==> config.mk <==
export PLATFORM = sky130hd
export DESIGN_NAME = bcd_calc_ctrl
export DESIGN_NICKNAME = d
export VERILOG_FILES = /design/src/rtl/calc_pkg.sv /design/src/rtl/bcd_digit_alu.sv /design/src/rtl/bcd_calc_ctrl.sv
export SDC_FILE = /design/constraint.sdc
export NUM_CORES = 1
export LEC_CHECK = 0
export ABC_AREA = 1
export CORE_MARGIN = 4
export CORE_UTILIZATION = 49
export DETAILED_ROUTE_END_ITERATION = 12
export GPL_ROUTABILITY_DRIVEN = 0
export HOLD_SLACK_MARGIN = 0.02
export PLACE_DENSITY_LB_ADDON = 0.05
export SLEW_MARGIN = 20
export SYNTH_ARGS = -nofsm -noshare
export SYNTH_HDL_FRONTEND = slang
export SYNTH_SLANG_ARGS = --single-unit
==> constraint.sdc <==
create_clock -name clk -period 3.2 [get_ports clk]
set_input_delay 0.64 -clock clk [delete_from_list [all_inputs] [get_ports clk]]
set_output_delay 0.64 -clock clk [all_outputs]
set_load 0.02 [all_outputs]
==> src/rtl/calc_pkg.sv <==
// -----------------------------------------------------------------------------
// calc_pkg
// Shared definitions for the BCD calculator controller: key-code constants,
// operator encoding (as shown on disp_op), FSM state enumeration, and a helper
// that counts the significant digits of a packed BCD value.
// -----------------------------------------------------------------------------
package calc_pkg;

    // Key codes delivered on key_code
    localparam logic [3:0] KEY_MAX_DIGIT = 4'h9;
    localparam logic [3:0] KEY_ADD       = 4'hA;
    localparam logic [3:0] KEY_SUB       = 4'hB;
    localparam logic [3:0] KEY_CLR       = 4'hC;
    localparam logic [3:0] KEY_EQU       = 4'hD;

    // Operator encoding, driven directly onto disp_op
    typedef enum logic [1:0] {
        OP_NONE = 2'b00,
        OP_ADD  = 2'b01,
        OP_SUB  = 2'b10
    } op_e;

    typedef enum logic [2:0] {
        S_A    = 3'd0,   // entering operand A
        S_B    = 3'd1,   // entering operand B
        S_CALC = 3'd2,   // digit-serial add/subtract
        S_NEG  = 3'd3,   // ten's complement of a negative difference
        S_RES  = 3'd4,   // result displayed
        S_ERR  = 3'd5    // add overflow displayed
    } state_e;

    // Position of the most significant non-zero digit among the low n digits
    // of v (0 for a zero value). Values are zero-extended to 8 digits.
    function automatic int unsigned sig_digits(input logic [31:0] v,
                                               input int unsigned n);
        int unsigned cnt;
        cnt = 0;
        for (int unsigned i = 0; i < 8; i++) begin
            if (i < n && v[4*i +: 4] != 4'd0) cnt = i + 1;
        end
        return cnt;
    endfunction

endpackage

==> src/rtl/bcd_digit_alu.sv <==
// -----------------------------------------------------------------------------
// bcd_digit_alu
// Combinational single-digit BCD adder/subtractor.
//   a, b  : BCD digit operands (0-9)
//   cin   : carry in (add) or borrow in (subtract)
//   sub   : 0 = a + b + cin, 1 = a - b - cin
//   d     : BCD result digit
//   cout  : carry out (add) or borrow out (subtract)
// -----------------------------------------------------------------------------
module bcd_digit_alu (
    input  logic [3:0] a,
    input  logic [3:0] b,
    input  logic       cin,
    input  logic       sub,
    output logic [3:0] d,
    output logic       cout
);

    logic [4:0] sum;
    logic [4:0] diff;

    always_comb begin
        sum  = {1'b0, a} + {1'b0, b} + {4'b0, cin};
        // Range is -10..9, so bit 4 is the sign of the difference.
        diff = {1'b0, a} - {1'b0, b} - {4'b0, cin};
        if (sub) begin
            if (diff[4]) begin
                d    = 4'(diff + 5'd10);
                cout = 1'b1;
            end else begin
                d    = diff[3:0];
                cout = 1'b0;
            end
        end else begin
            if (sum > 5'd9) begin
                d    = 4'(sum - 5'd10);
                cout = 1'b1;
            end else begin
                d    = sum[3:0];
                cout = 1'b0;
            end
        end
    end

endmodule

==> src/rtl/bcd_calc_ctrl.sv <==
// -----------------------------------------------------------------------------
// bcd_calc_ctrl
// Keypad-driven BCD calculator controller: two DIGITS-digit operands, add or
// subtract, digit-serial evaluation through one bcd_digit_alu.
//
// Ports
//   clk        system clock, rising edge
//   reset      asynchronous, active-high
//   key_valid  one-cycle strobe qualifying key_code
//   key_code   0-9 digit, A add, B subtract, C clear, D equals, E/F ignored
//   key_ready  key accepted this cycle (low while busy)
//   disp_bcd   displayed value, digit 0 in [3:0]
//   disp_neg   displayed value is negative
//   disp_op    stored operator (00 none, 01 add, 10 subtract)
//   busy       computation in progress
//   done       one-cycle pulse when a result first appears
//   overflow   sticky add overflow
//
// Build option
//   CALC_CHAIN_EN  operator key on a non-negative result continues with the
//                  result as operand A.
// -----------------------------------------------------------------------------
module bcd_calc_ctrl
    import calc_pkg::*;
#(
    parameter int DIGITS = 4
) (
    input  logic                  clk,
    input  logic                  reset,
    input  logic                  key_valid,
    input  logic [3:0]            key_code,
    output logic                  key_ready,
    output logic [4*DIGITS-1:0]   disp_bcd,
    output logic                  disp_neg,
    output logic [1:0]            disp_op,
    output logic                  busy,
    output logic                  done,
    output logic                  overflow
);

    localparam int W  = 4 * DIGITS;
    localparam int CW = $clog2(DIGITS + 1);
    localparam int IW = $clog2(DIGITS);
    localparam logic [CW-1:0] CNT_FULL = CW'(DIGITS);
    localparam logic [IW-1:0] IDX_LAST = IW'(DIGITS - 1);

    state_e          state_q, state_nx;
    op_e             op_q, op_nx;
    logic [W-1:0]    a_q, a_nx, b_q, b_nx, r_q, r_nx;
    logic [CW-1:0]   a_cnt_q, a_cnt_nx, b_cnt_q, b_cnt_nx;
    logic [IW-1:0]   idx_q, idx_nx;
    logic            cy_q, cy_nx;
    logic            neg_q, neg_nx;
    logic            ovf_q, ovf_nx;
    logic            done_q, done_nx;

    logic            accept;
    logic            is_digit;
    logic            is_op;
    op_e             key_op;
    int              idx_i;

    logic [3:0]      alu_a, alu_b, alu_d;
    logic            alu_sub, alu_c;

    assign busy      = (state_q == S_CALC) || (state_q == S_NEG);
    assign key_ready = !busy;
    assign accept    = key_valid && key_ready;
    assign is_digit  = (key_code <= KEY_MAX_DIGIT);
    assign is_op     = (key_code == KEY_ADD) || (key_code == KEY_SUB);
    assign key_op    = (key_code == KEY_ADD) ? OP_ADD : OP_SUB;
    assign idx_i     = int'(idx_q);

    // The ALU adds/subtracts A and B digits in S_CALC and computes 0 - R
    // digit-wise (ten's complement) in S_NEG.
    always_comb begin
        alu_a   = a_q[4*idx_i +: 4];
        alu_b   = b_q[4*idx_i +: 4];
        alu_sub = (op_q == OP_SUB);
        if (state_q == S_NEG) begin
            alu_a   = 4'd0;
            alu_b   = r_q[4*idx_i +: 4];
            alu_sub = 1'b1;
        end
    end

    bcd_digit_alu u_alu (
        .a    (alu_a),
        .b    (alu_b),
        .cin  (cy_q),
        .sub  (alu_sub),
        .d    (alu_d),
        .cout (alu_c)
    );

    // Next-state and datapath logic.
    // NOTE: every *_nx signal takes its hold value first, so no path through
    // the case statement can leave one unassigned and infer a latch.
    always_comb begin
        state_nx = state_q;
        op_nx    = op_q;
        a_nx     = a_q;
        b_nx     = b_q;
        r_nx     = r_q;
        a_cnt_nx = a_cnt_q;
        b_cnt_nx = b_cnt_q;
        idx_nx   = idx_q;
        cy_nx    = cy_q;
        neg_nx   = neg_q;
        ovf_nx   = ovf_q;
        done_nx  = 1'b0;

        unique case (state_q)
            S_A: if (accept) begin
                if (is_digit) begin
                    if (a_cnt_q != CNT_FULL) begin
                        a_nx = {a_q[W-5:0], key_code};
                        // Leading zeros are not significant.
                        if (a_cnt_q != '0 || key_code != 4'd0)
                            a_cnt_nx = a_cnt_q + CW'(1);
                    end
                end else if (is_op) begin
                    op_nx    = key_op;
                    b_nx     = '0;
                    b_cnt_nx = '0;
                    state_nx = S_B;
                end
            end

            S_B: if (accept) begin
                if (is_digit) begin
                    if (b_cnt_q != CNT_FULL) begin
                        b_nx = {b_q[W-5:0], key_code};
                        if (b_cnt_q != '0 || key_code != 4'd0)
                            b_cnt_nx = b_cnt_q + CW'(1);
                    end
                end else if (is_op) begin
                    // Operator can be changed only before B is entered.
                    if (b_cnt_q == '0) op_nx = key_op;
                end else if (key_code == KEY_EQU) begin
                    idx_nx   = '0;
                    cy_nx    = 1'b0;
                    state_nx = S_CALC;
                end
            end

            S_CALC: begin
                r_nx[4*idx_i +: 4] = alu_d;
                cy_nx  = alu_c;
                idx_nx = idx_q + IW'(1);
                if (idx_q == IDX_LAST) begin
                    idx_nx = '0;
                    cy_nx  = 1'b0;
                    if (alu_c && op_q == OP_SUB) begin
                        // Difference wrapped modulo 10^DIGITS: complement it.
                        state_nx = S_NEG;
                    end else if (alu_c) begin
                        r_nx     = '0;
                        neg_nx   = 1'b0;
                        ovf_nx   = 1'b1;
                        done_nx  = 1'b1;
                        state_nx = S_ERR;
                    end else begin
                        neg_nx   = 1'b0;
                        done_nx  = 1'b1;
                        state_nx = S_RES;
                    end
                end
            end

            S_NEG: begin
                r_nx[4*idx_i +: 4] = alu_d;
                cy_nx  = alu_c;
                idx_nx = idx_q + IW'(1);
                if (idx_q == IDX_LAST) begin
                    idx_nx   = '0;
                    cy_nx    = 1'b0;
                    neg_nx   = 1'b1;
                    done_nx  = 1'b1;
                    state_nx = S_RES;
                end
            end

            S_RES, S_ERR: if (accept) begin
                if (is_digit) begin
                    a_nx     = W'(key_code);
                    a_cnt_nx = (key_code != 4'd0) ? CW'(1) : '0;
                    b_nx     = '0;
                    b_cnt_nx = '0;
                    r_nx     = '0;
                    op_nx    = OP_NONE;
                    neg_nx   = 1'b0;
                    ovf_nx   = 1'b0;
                    state_nx = S_A;
`ifdef CALC_CHAIN_EN
                end else if (is_op && state_q == S_RES && !neg_q) begin
                    a_nx     = r_q;
                    a_cnt_nx = CW'(sig_digits(32'(r_q), DIGITS));
                    b_nx     = '0;
                    b_cnt_nx = '0;
                    op_nx    = key_op;
                    state_nx = S_B;
`endif
                end
            end

            default: state_nx = S_A;
        endcase

        // Clear is accepted in every non-busy state.
        if (accept && key_code == KEY_CLR) begin
            a_nx     = '0;
            b_nx     = '0;
            r_nx     = '0;
            a_cnt_nx = '0;
            b_cnt_nx = '0;
            op_nx    = OP_NONE;
            neg_nx   = 1'b0;
            ovf_nx   = 1'b0;
            state_nx = S_A;
        end
    end

    // NOTE: state registers use non-blocking assignments so every register
    // samples the pre-edge values, independent of statement order.
    always_ff @(posedge clk or posedge reset) begin
        if (reset) begin
            state_q <= S_A;
            op_q    <= OP_NONE;
            a_q     <= '0;
            b_q     <= '0;
            r_q     <= '0;
            a_cnt_q <= '0;
            b_cnt_q <= '0;
            idx_q   <= '0;
            cy_q    <= 1'b0;
            neg_q   <= 1'b0;
            ovf_q   <= 1'b0;
            done_q  <= 1'b0;
        end else begin
            state_q <= state_nx;
            op_q    <= op_nx;
            a_q     <= a_nx;
            b_q     <= b_nx;
            r_q     <= r_nx;
            a_cnt_q <= a_cnt_nx;
            b_cnt_q <= b_cnt_nx;
            idx_q   <= idx_nx;
            cy_q    <= cy_nx;
            neg_q   <= neg_nx;
            ovf_q   <= ovf_nx;
            done_q  <= done_nx;
        end
    end

    // Display keeps showing the last entered operand while computing.
    always_comb begin
        unique case (state_q)
            S_A:                disp_bcd = a_q;
            S_B, S_CALC, S_NEG: disp_bcd = (b_cnt_q != '0) ? b_q : a_q;
            default:            disp_bcd = r_q;
        endcase
    end

    assign disp_neg = neg_q;
    assign disp_op  = op_q;
    assign done     = done_q;
    assign overflow = ovf_q;

endmodule

==> qor.tcl, run 1 <==
set qor(detail_route.iter0.violations) 334
set qor(layout.filler_cells) 873
set qor(setup_repair_after_global_routing_missed_its_margin) {yes}
set qor(syn_to_final_growth_pct) 29.7
set qor(async_flop_share_pct) 100
set qor(post_synth_xor_area_fraction_pct) 0.694
set qor(violated_checks) {setup timing}
set qor(cts_root_buffer) {sky130_fd_sc_hd__clkbuf_8}
set qor(hold_violations) 0
set qor(diodes) 0
set qor(crit_arrival_ps) 3540
set qor(run_status) {complete, but fails checks}
set qor(cpMaxStageDelayCell) {sky130_fd_sc_hd__dfrtp_1}
set qor(synth.largest_area_cell) {sky130_fd_sc_hd__dfrtp_1}
set qor(mostFrequentLayoutCell) {sky130_fd_sc_hd__nand2_1}
set qor(grt_antenna_before_repair) 0
set qor(clockBufferDepth) 2
set qor(dpl_cell_area_sq_um) 5710
set qor(drive_above_1_share_pct) 25.9
set qor(timing.critical_path.to_type) {flop}
set qor(drtPass1Iterations) 6
set qor(critPathBufInv) 7
set qor(post_synthesis_compound_gate_area_fraction_pct) 21.8
set qor(synth-adder-area-share_pct) 6.53
set qor(holdBufCountCts) 0
set qor(synth_area_leaders) {sky130_fd_sc_hd__dfrtp_1 33%, sky130_fd_sc_hd__nand2_1 11%, sky130_fd_sc_hd__inv_1 7.6%}
set qor(final.setup_skew_ps) 10.9
set qor(die_area_sq_um) 11600
set qor(dp_cells) 868
set qor(worst-r2r-setup-slack_ps) -70
set qor(avgSynthCellArea_sq_um) 7.24
set qor(synthesis.area_sq_um) 4870
set qor(synth_top_family_by_area) {simple AND/OR/NAND/NOR gates}
set qor(startpoint_type) {flop}
set qor(achievable-frequency_mhz) 306
set qor(dpl_worst_slack_ps) -198
set qor(number_of_synthesized_register_bits) 65
set qor(yosysWarnings) 0
set qor(seq_area_frac_synth_pct) 33.4
set qor(floorplan.die.height_um) 108
set qor(timing.critical_path.mode_cell) {sky130_fd_sc_hd__nand2_1}
set qor(routed_via_density) 5.40
set qor(postRouteAntennaNets) 0
set qor(h_tree_depth) 3
set qor(drv_slew) 0
set qor(worstMarginPinSlew_ps) 475
set qor(postSynthCellCount) 673
set qor(clk_latency_ps) 370
set qor(aggregate_global_route_resource_usage_pct) 26.8
set qor(hold-worst-slack_ps) 482
set qor(global_route_wire_length_before_repair_um) 24000
set qor(req_time_crit_path_ps) 3470
set qor(instances_no_fill) 901
set qor(initial_utilization_pct) 50.1
set qor(global_route_overflow) 0
set qor(number_of_setup_violations_in_the_final_report) 18
set qor(cp_max_fo) 7
set qor(route.detailed.drc) 0
set qor(critical_path_class) {reg -> reg}
set qor(final_design_area_no_fill_sq_um) 6320
set qor(clock-sinks) 65
set qor(period_share_pct) 102
set qor(finalCriticalPeriod_ps) 3270
set qor(yosysUniqueCellTypes) 45
set qor(grt_max_degree) 55
set qor(number_of_global_route_vias_before_repair) 4656
set qor(port-buffer-count) 29
set qor(slowest_delay_ps) 410
set qor(min_path_type) {reg -> reg}
set qor(top_level_i_o_count) 30
set qor(ys.flop_type) {sky130_fd_sc_hd__dfrtp_1}
set qor(final_net_count) 793
set qor(syn_nets) 703
set qor(postLayoutSetupSlackWorst_ps) -67.5
set qor(maxSlewHeadroom_pct) 68.0
set qor(row_count) 36
set qor(detailed_place_hpwl_um) 10900
set qor(wire_per_inst_um) 16.6
set qor(cap_violations) 0
set qor(dieWidth_um) 108
set qor(cpLargestDelayFamily) {simple AND/OR/NAND/NOR gates}
set qor(tritoncts) {yes}
set qor(vias) 4867
set qor(post_synth_mux_area_share_pct) 0.231
set qor(core-area_sq_um) 9730
set qor(wl_um) 15000
set qor(final_cell_mix) {129 x sky130_fd_sc_hd__nand2_1, 93 x sky130_fd_sc_hd__inv_1, 64 x sky130_fd_sc_hd__dfrtp_1, 64 x sky130_fd_sc_hd__buf_4, 55 x sky130_fd_sc_hd__o21ai_0}
set qor(cts_inserted_buffers) 9
set qor(synth_largest_type_area_fraction_pct) 33.4
set qor(yosys.area_share.simple_pct) 25.6
set qor(clkSlewWorstSetupHoldPaths_ps) 80
set qor(synth_edf_count) 0
[layer usage]
| metal | track usage (%) | wire, um | part of all wire, % |
|---|---|---|---|
| met1 | 34.7 | 6470 | 43 |
| met2 | 45.1 | 7510 | 50 |
| met3 | 5.22 | 690 | 4.6 |
| met4 | 8.48 | 284 | 1.9 |
| met5 | 0 | 0 | 0 |
[path summary, 6_finish.rpt]
path / start / to / cells after the start
worst max-delay path: state_q[2] / r_q[13] / 25
worst min-delay path: r_q[6] / r_q[6] / 2
worst max register to register: state_q[2] / r_q[13] / 25
worst min register to register: r_q[6] / r_q[6] / 2
max in group asynchronous: reset / idx_q[0] / 3
min in group asynchronous: reset / disp_neg / 2
[cell usage after synthesis, types with 2 or more instances]
master and number:
sky130_fd_sc_hd__o21ai_2 17, sky130_fd_sc_hd__nor2_4 2, sky130_fd_sc_hd__dfrtp_1 65, sky130_fd_sc_hd__inv_2 6, sky130_fd_sc_hd__nand2_1 138, sky130_fd_sc_hd__nor2_2 6, sky130_fd_sc_hd__o211ai_1 14, sky130_fd_sc_hd__o21ai_1 21
sky130_fd_sc_hd__buf_6 5, sky130_fd_sc_hd__nand4_1 7, sky130_fd_sc_hd__fa_1 4, sky130_fd_sc_hd__a22oi_1 14, sky130_fd_sc_hd__nand3_2 10, sky130_fd_sc_hd__nor3_1 5, sky130_fd_sc_hd__ha_1 19, sky130_fd_sc_hd__o21ai_0 74
sky130_fd_sc_hd__clkinv_1 4, sky130_fd_sc_hd__nor2_1 28, sky130_fd_sc_hd__buf_2 7, sky130_fd_sc_hd__inv_1 99, sky130_fd_sc_hd__a21oi_1 31, sky130_fd_sc_hd__xor2_1 2, sky130_fd_sc_hd__nand3_1 57, sky130_fd_sc_hd__clkbuf_1 12
sky130_fd_sc_hd__or2_2 3, sky130_fd_sc_hd__buf_1 2, sky130_fd_sc_hd__o22ai_1 3
[stage by stage]
| step | util (%) | TNS [ps] |
|---|---|---|
| final | 64.9 | -673 |
| after detailed placement | 58.7 | -1730 |
| after floorplan | - | 0 |
| after CTS | 62.5 | -38.2 |
| after global placement | 58.7 | -407 |
| after global routing | 64.9 | -5970 |
[kinds of logic after synthesis]
family,after synthesis
simple gates,263
compound gates,180
buf+inv,138
flops,65
fa+ha+maj,23
xor+xnor,3
mux,1
[layout make-up]
cell class                 instances  area (sq um)  share of cell area (%)
multi-input combinational        470          2900                    45.9
timing repair buffer             106           978                    15.5
clock buffer                      10           138                    2.18
inverter                         111           432                    6.83
tap                              133           166                    2.63
clock inverter                     6          72.6                    1.15
sequential                        65          1630                    25.8
[state kept, by name, indices dropped and copies added, names as in the netlist]
| register | flops |
|---|---|
| a_q | 16 |
| b_q | 16 |
| r_q | 16 |
| a_cnt_q | 3 |
| b_cnt_q | 3 |
| state_q | 3 |
| disp_op | 2 |
| idx_q | 2 |
| cy_q | 1 |
| disp_neg | 1 |
| done | 1 |
| overflow | 1 |
[worst reg2reg max path: stages, from the launching register on]
cell and delay (ps):
sky130_fd_sc_hd__dfrtp_1 410, sky130_fd_sc_hd__clkinv_4 70, sky130_fd_sc_hd__nand3_4 140, sky130_fd_sc_hd__clkinv_4 90
sky130_fd_sc_hd__buf_6 120, sky130_fd_sc_hd__buf_6 110, sky130_fd_sc_hd__o211ai_1 180, sky130_fd_sc_hd__o21ai_1 100
sky130_fd_sc_hd__o21ai_1 160, sky130_fd_sc_hd__buf_4 180, sky130_fd_sc_hd__ha_4 140, sky130_fd_sc_hd__inv_2 40
sky130_fd_sc_hd__ha_4 250, sky130_fd_sc_hd__a21oi_4 160, sky130_fd_sc_hd__nand2_1 80, sky130_fd_sc_hd__nand2_2 100
sky130_fd_sc_hd__nand2_4 80, sky130_fd_sc_hd__nand2_2 60, sky130_fd_sc_hd__o21ai_2 60, sky130_fd_sc_hd__nor2_2 130
sky130_fd_sc_hd__nand2_1 80, sky130_fd_sc_hd__nand2_2 110, sky130_fd_sc_hd__buf_6 150, sky130_fd_sc_hd__a21oi_1 50
sky130_fd_sc_hd__nand2_1 60, sky130_fd_sc_hd__nand2_1 50
[repair_timing]
| action | 4_1_cts | 5_1_grt |
|---|---|---|
| resized for setup | 46 | 55 |
| pin swaps | 17 | 29 |
| endpoints found under the setup margin | 30 | 35 |
| setup buffers | 10 | 7 |
Power of run 1 is not shown: default switching activity piles up to over one toggle a cycle in this logic, so the estimate is an artifact.
==> run 2, diff against run 1 <==
- CORE_MARGIN: 4 -> default
- RECOVER_POWER: default -> 100
- SYNTH_HIERARCHICAL: default -> 1
==> qor.tcl, run 2 <==
set qor(run_status) {complete, but fails checks}
set qor(violated_checks) {capacitance limit, slew limit, setup timing}
set qor(final_net_count) 866 ;# +9.2%
set qor(cap_violations) 1 ;# +1
set qor(yosysUniqueCellTypes) 36 ;# -20%
set qor(maxSlewHeadroom_pct) -14.3 ;# -82 points
set qor(postSynthCellCount) 735 ;# +9.2%
set qor(diodes) 0 ;# unchanged
set qor(synth_edf_count) 0 ;# unchanged
set qor(crit_arrival_ps) 3790 ;# +250 ps
set qor(final_design_area_no_fill_sq_um) 6470 ;# +2.4%
set qor(clock-sinks) 65 ;# unchanged
set qor(setup_repair_after_global_routing_missed_its_margin) {yes}
set qor(number_of_synthesized_register_bits) 65 ;# unchanged
set qor(startpoint_type) {flop}
set qor(finalCriticalPeriod_ps) 3560 ;# +290 ps
set qor(timing.critical_path.to_type) {flop}
set qor(clockBufferDepth) 2 ;# unchanged
set qor(postRouteAntennaNets) 0 ;# unchanged
set qor(global_route_wire_length_before_repair_um) 25200 ;# +4.9%
set qor(drv_slew) 66 ;# +66
set qor(top_level_i_o_count) 30 ;# unchanged
set qor(min_path_type) {reg -> reg}
set qor(detailed_place_hpwl_um) 11800 ;# +8.0%
set qor(avgSynthCellArea_sq_um) 6.86 ;# -5.3%
set qor(wire_per_inst_um) 16.1 ;# -2.7%
set qor(routed_via_density) 5.49 ;# +1.6%
set qor(grt_max_degree) 66 ;# +20%
set qor(global_route_overflow) 0 ;# unchanged
set qor(final_core_util_pct) 65.6 ;# +0.66 points
set qor(vias) 5333 ;# +9.6%
set qor(req_time_crit_path_ps) 3440 ;# -30 ps
set qor(die_area_sq_um) 10700 ;# -7.8%
set qor(detail_route.iter0.violations) 465 ;# +39%
set qor(drtPass1Iterations) 5 ;# -1
set qor(postLayoutSetupSlackWorst_ps) -358 ;# -290 ps
set qor(seq_area_frac_synth_pct) 32.3 ;# -1.1 points
set qor(cp_max_fo) 8 ;# +1
set qor(initial_utilization_pct) 51.1 ;# +1.0 points
set qor(number_of_setup_violations_in_the_final_report) 38 ;# +20
set qor(clkSlewWorstSetupHoldPaths_ps) 80 ;# about the same
set qor(ys.flop_type) {sky130_fd_sc_hd__dfrtp_1}
set qor(h_tree_depth) 3 ;# unchanged
set qor(cts_root_buffer) {sky130_fd_sc_hd__clkbuf_8}
set qor(final_cell_mix) {197 x sky130_fd_sc_hd__nand2_1, 82 x sky130_fd_sc_hd__buf_4, 80 x sky130_fd_sc_hd__inv_1, 65 x sky130_fd_sc_hd__o21ai_0, 63 x sky130_fd_sc_hd__dfrtp_1}
set qor(grt_antenna_before_repair) 0 ;# unchanged
set qor(dieWidth_um) 103 ;# -4.0%
set qor(achievable-frequency_mhz) 281 ;# -8.2%
set qor(drive_above_1_share_pct) 23.8 ;# -2.1 points
set qor(worstMarginPinSlew_ps) 1710 ;# +1240 ps
set qor(synth_largest_type_area_fraction_pct) 32.3 ;# -1.1 points
set qor(period_share_pct) 111 ;# +9.1 points
set qor(layout_top_registers) {a_q (16), b_q (16), r_q (16)}
set qor(clk_latency_ps) 360 ;# about the same
set qor(synth.largest_area_cell) {sky130_fd_sc_hd__dfrtp_1}
set qor(port-buffer-count) 29 ;# unchanged
set qor(slowest_delay_ps) 560 ;# +150 ps
set qor(hold_violations) 0 ;# unchanged
set qor(core-area_sq_um) 9860 ;# +1.4%
set qor(tritoncts) {yes}
set qor(worst_hold_path.num_cells) 2 ;# unchanged
set qor(aggregate_global_route_resource_usage_pct) 31.6 ;# +4.8 points
set qor(synthTopCellsByCount) {193 x sky130_fd_sc_hd__nand2_1, 92 x sky130_fd_sc_hd__o21ai_0, 88 x sky130_fd_sc_hd__inv_1, 65 x sky130_fd_sc_hd__dfrtp_1, 49 x sky130_fd_sc_hd__nand3_1}
set qor(floorplan.die.height_um) 103 ;# -4.0%
set qor(yosysWarnings) 6 ;# +6
set qor(async_flop_share_pct) 100 ;# unchanged
set qor(synthesis.area_sq_um) 5040 ;# +3.5%
set qor(wl_um) 15700 ;# +4.9%
set qor(reg2regPathDepth) 25 ;# unchanged
set qor(mostFrequentLayoutCell) {sky130_fd_sc_hd__nand2_1}
set qor(post-synth-top-count-cell) {sky130_fd_sc_hd__nand2_1}
set qor(syn_nets) 767 ;# +9.1%
set qor(cts_inserted_buffers) 9 ;# unchanged
set qor(cpMaxStageDelayCell) {sky130_fd_sc_hd__fa_2}
set qor(route.detailed.drc) 0 ;# unchanged
set qor(number_of_global_route_vias_before_repair) 4937 ;# +6.0%
set qor(dpl_cell_area_sq_um) 6020 ;# +5.4%
set qor(critical_path_class) {reg -> reg}
set qor(syn_to_final_growth_pct) 28.4
set qor(synth_area_leaders) {sky130_fd_sc_hd__dfrtp_1 32%, sky130_fd_sc_hd__nand2_1 14%, sky130_fd_sc_hd__o21ai_0 9.1%}
set qor(final.setup_skew_ps) 11.6 ;# +0.712 ps
set qor(row_count) 36 ;# unchanged
==> run 2: cell count changes after synthesis, sizes merged, moves of 3 or more <==
cell / delta
inv: -14
o211ai: -7
nand4: -5
xor2: -3
o21ai: +10
a22oi: -11
clkinv: -4
nand2: +76
nand3: -16
clkbuf: +4
a21oi: +3
o221ai: +11
nor2: +18
==> run 2: cells by family after synthesis <==
| logic type | after synthesis | share of synthesized area (%) |
|---|---|---|
| buffers and inverters | 123 | 10.1 |
| AOI/OAI and AO/OA | 183 | 21.0 |
| xor gates and xnor gates | 2 | 0.348 |
| DFF | 65 | 32.3 |
| adders and majority gates | 25 | 6.80 |
| and+or+nand+nor | 337 | 29.5 |
==> run 2: worst paths after layout <==
path / start / slack [ps] / end
worst max-delay path: state_q[2] / -360 / r_q[5]
worst min-delay path: a_q[15] / 510 / a_q[15]
worst max register to register: state_q[2] / -360 / r_q[5]
worst min register to register: a_q[15] / 510 / a_q[15]
max in group asynchronous: reset / 760 / idx_q[0]
min in group asynchronous: reset / 1300 / b_cnt_q[1]
==> run 2: final cells by class <==
| class | instances | area, sq um |
|---|---|---|
| Clock buffer | 9 | 124 |
| Clock inverter | 7 | 77.6 |
| Tap cell | 133 | 166 |
| Timing Repair Buffer | 118 | 1000 |
| Fill cell | 844 | 3390 |
| Multi-Input combinational cell | 547 | 3100 |
| Inverter | 93 | 372 |
| Sequential cell | 65 | 1630 |
==> run 2: repair_timing <==
item                                    in CTS  in global routing
resized for setup                           21                 60
endpoints found under the setup margin      26                 38
pin swaps                                   11                 15
buffers inserted                             4                  6
hold buffers                                 0                  0
hold endpoints to repair                     0                  0
==> run 2: worst max-delay path: cells and delay by family, from the launching register on <==
family | cells | cell delay (ps)
compound gates | 5 | 440
buf+inv | 6 | 590
flops | 1 | 400
simple gates | 11 | 920
fa+ha+maj | 3 | 1090
==> run 2: through the flow <==
stage | TNS, ps | setup WS [ps] | cells | hold slack (ps)
after detailed placement | -7190 | -391 | 946 | 494
final | -7190 | -358 | 972 | 509
after CTS | -4680 | -254 | 966 | 514
after floorplan | -1560 | -90.7 | 735 | 459
after global routing | -14880 | -555 | 972 | 531
after global placement | -4290 | -252 | 946 | 480
==> run 2: routing by layer <==
| metal | vias up | part of all wire (%) | track usage [%] |
|---|---|---|---|
| met3 | 37 | 7.1 | 5.51 |
| met2 | 218 | 45 | 48.9 |
| li1 | 2604 | - | - |
| met1 | 2474 | 44 | 43.3 |
| met5 | - | 0 | 0 |
| met4 | 0 | 3.0 | 14.3 |
Power of run 2 is left out for the same reason.
==> run 3, diff against run 2 <==
- GPL_ROUTABILITY_DRIVEN: 0 -> default
- RECOVER_POWER: 100 -> 25
- SLEW_MARGIN: 20 -> 40
==> qor.tcl, run 3 (synthesis gave the netlist of run 2 again) <==
set qor(cts_root_buffer) {sky130_fd_sc_hd__clkbuf_8}
set qor(clock-sinks) 65 ;# unchanged
set qor(startpoint_type) {flop}
set qor(cts_inserted_buffers) 9 ;# unchanged
set qor(grt_max_degree) 33 ;# -50%
set qor(cap_violations) 0 ;# -1
set qor(row_count) 36 ;# unchanged
set qor(clockBufferDepth) 2 ;# unchanged
set qor(final.setup_skew_ps) 17.0 ;# +5.43 ps
set qor(routed_via_density) 5.56 ;# +1.3%
set qor(worstMarginPinSlew_ps) 1020 ;# -696 ps
set qor(timing.critical_path.mode_cell) {sky130_fd_sc_hd__nand2_2}
set qor(grt_antenna_before_repair) 0 ;# unchanged
set qor(drtPass1Iterations) 5 ;# unchanged
set qor(instances_no_fill) 964 ;# -0.82%
set qor(finalCriticalPeriod_ps) 3510 ;# -47.3 ps
set qor(wire_per_inst_um) 16.4 ;# +1.3%
set qor(hold_violations) 0 ;# unchanged
set qor(drive_above_1_share_pct) 23.1 ;# -0.73 points
set qor(die_area_sq_um) 10700 ;# unchanged
set qor(slowest_delay_ps) 570 ;# about the same
set qor(cpMaxStageDelayCell) {sky130_fd_sc_hd__fa_2}
set qor(gpl.final_weighted_congestion) 0.987
set qor(postRouteAntennaNets) 0 ;# unchanged
set qor(crit_arrival_ps) 3760 ;# -30 ps
set qor(detail_route.iter0.violations) 411 ;# -12%
set qor(port-buffer-count) 29 ;# unchanged
set qor(layout.filler_cells) 888 ;# +5.2%
set qor(final_net_count) 858 ;# -0.92%
set qor(setup_repair_after_global_routing_missed_its_margin) {yes}
set qor(crit_chain) {clkinv_4 > nand3_4 > inv_6 > a21oi_2 > o21ai_1 > o21ai_1 > nand2_1 > nand2_2 > fa_2 > fa_2 > inv_2 > ha_4 > inv_2 > nor2_2 > a21oi_2 > nand2_2 > nand2_4 > nand2_2 > o21ai_2 > nand4_1 > nand2_2 > inv_4 > nand3_1 > o21ai_1}
set qor(clk_latency_ps) 360 ;# about the same
set qor(initial_utilization_pct) 51.1 ;# unchanged
set qor(achievable-frequency_mhz) 285 ;# +1.3%
set qor(detailed_place_hpwl_um) 12000 ;# +2.1%
set qor(critical_path_class) {reg -> reg}
set qor(maxSlewHeadroom_pct) 32.1 ;# +46 points
set qor(route.detailed.drc) 0 ;# unchanged
set qor(req_time_crit_path_ps) 3450 ;# about the same
set qor(setup_total_negative_slack_ps) -5790 ;# +1400 ps
set qor(number_of_setup_violations_in_the_final_report) 22 ;# -42%
set qor(clkSlewWorstSetupHoldPaths_ps) 90 ;# about the same
set qor(aggregate_global_route_resource_usage_pct) 31.2 ;# -0.39 points
set qor(number_of_global_route_vias_before_repair) 4934 ;# -0.061%
set qor(final_cell_mix) {184 x sky130_fd_sc_hd__nand2_1, 83 x sky130_fd_sc_hd__inv_1, 77 x sky130_fd_sc_hd__buf_4, 67 x sky130_fd_sc_hd__o21ai_0, 64 x sky130_fd_sc_hd__dfrtp_1}
set qor(syn_to_final_growth_pct) 26.6
set qor(core-area_sq_um) 9860 ;# unchanged
set qor(wl_um) 15800 ;# +0.47%
set qor(drv_slew) 0 ;# -100%
set qor(layout_top_registers) {a_q (16), b_q (16), r_q (16)}
set qor(mostFrequentLayoutCell) {sky130_fd_sc_hd__nand2_1}
set qor(holdBufCountCts) 0 ;# unchanged
set qor(global_route_overflow) 0 ;# unchanged
set qor(cp_max_fo) 8 ;# unchanged
set qor(violated_checks) {setup timing}
set qor(dieWidth_um) 103 ;# unchanged
set qor(global_route_wire_length_before_repair_um) 24800 ;# -1.5%
set qor(vias) 5356 ;# +0.43%
set qor(period_share_pct) 110 ;# -1.5 points
set qor(floorplan.die.height_um) 103 ;# unchanged
set qor(hold-worst-slack_ps) 511 ;# +1.17 ps
set qor(run_status) {complete, but fails checks}
set qor(timing.critical_path.to_type) {flop}
set qor(dp_cells) 945 ;# -0.11%
set qor(tritoncts) {yes}
set qor(min_path_type) {reg -> reg}
set qor(top_level_i_o_count) 30 ;# unchanged
set qor(diodes) 0 ;# unchanged
set qor(h_tree_depth) 3 ;# unchanged
set qor(postLayoutSetupSlackWorst_ps) -310 ;# +47.3 ps
-- run 3: changes by cell type in the layout (fill, tap and decap cells not counted), moves of 5 or more --
cell                              change
sky130_fd_sc_hd__nand2_2             +16
sky130_fd_sc_hd__nand2_1             -13
sky130_fd_sc_hd__clkdlybuf4s50_1     +11
sky130_fd_sc_hd__dlygate4sd3_1        -8
sky130_fd_sc_hd__buf_4                -5
sky130_fd_sc_hd__o21ai_2              -5
-- run 3: critical path: cells and delay by family, from the launching register on --
family | cells | cell delay [ps]
buffers and inverters | 5 | 370
AND/OR/NAND/NOR | 10 | 1010
AO/OA/AOI/OAI | 6 | 470
adder cells (fa/ha/maj) | 3 | 1110
flip-flops | 1 | 440
-- run 3: path summary, 6_finish.rpt --
check                           start  slack [ps]         end  cells after the start
max                        state_q[2]        -310      r_q[9]                     24
max reg2reg                state_q[2]        -310      r_q[9]                     24
min                           a_q[15]         510     a_q[15]                      2
max in group asynchronous       reset         860      a_q[0]                      3
min reg2reg                   a_q[15]         510     a_q[15]                      2
min in group asynchronous       reset         960  a_cnt_q[0]                      2
-- run 3: layout make-up --
class / count / area (sq um) / share of cell area [%]
timing repair buffer: 110 / 941 / 14.8
clock buffer: 9 / 124 / 1.94
inverter: 93 / 362 / 5.67
clock inverter: 7 / 100 / 1.57
tap: 133 / 166 / 2.61
sequential: 65 / 1630 / 25.5
multi-input combinational: 547 / 3060 / 47.9
-- run 3: stage by stage --
| stage | instance area (sq um) | utilization (%) | setup slack, ps |
|---|---|---|---|
| floorplan | 5140 | - | -90.7 |
| global placement | 6010 | 60.9 | -222 |
| detailed placement | 6010 | 60.9 | -315 |
| CTS | 6280 | 63.7 | -259 |
| global route | 6380 | 64.6 | -499 |
| finish | 6380 | 64.6 | -310 |
-- run 3: timing repair --
action	4_1_cts	5_1_grt
setup endpoints to repair	23	38
pin swaps	11	22
gates resized for setup	10	38
buffers inserted	2	1
-- run 3: metal layers --
layer | up-vias | GRT usage (%) | wire, um
met5 | - | 0 | 0
met4 | 0 | 12.6 | 387
met3 | 34 | 5.65 | 1220
met2 | 220 | 47.5 | 7130
met1 | 2505 | 43.8 | 7030
li1 | 2597 | - | -
Power of run 3 is left out for the same reason.
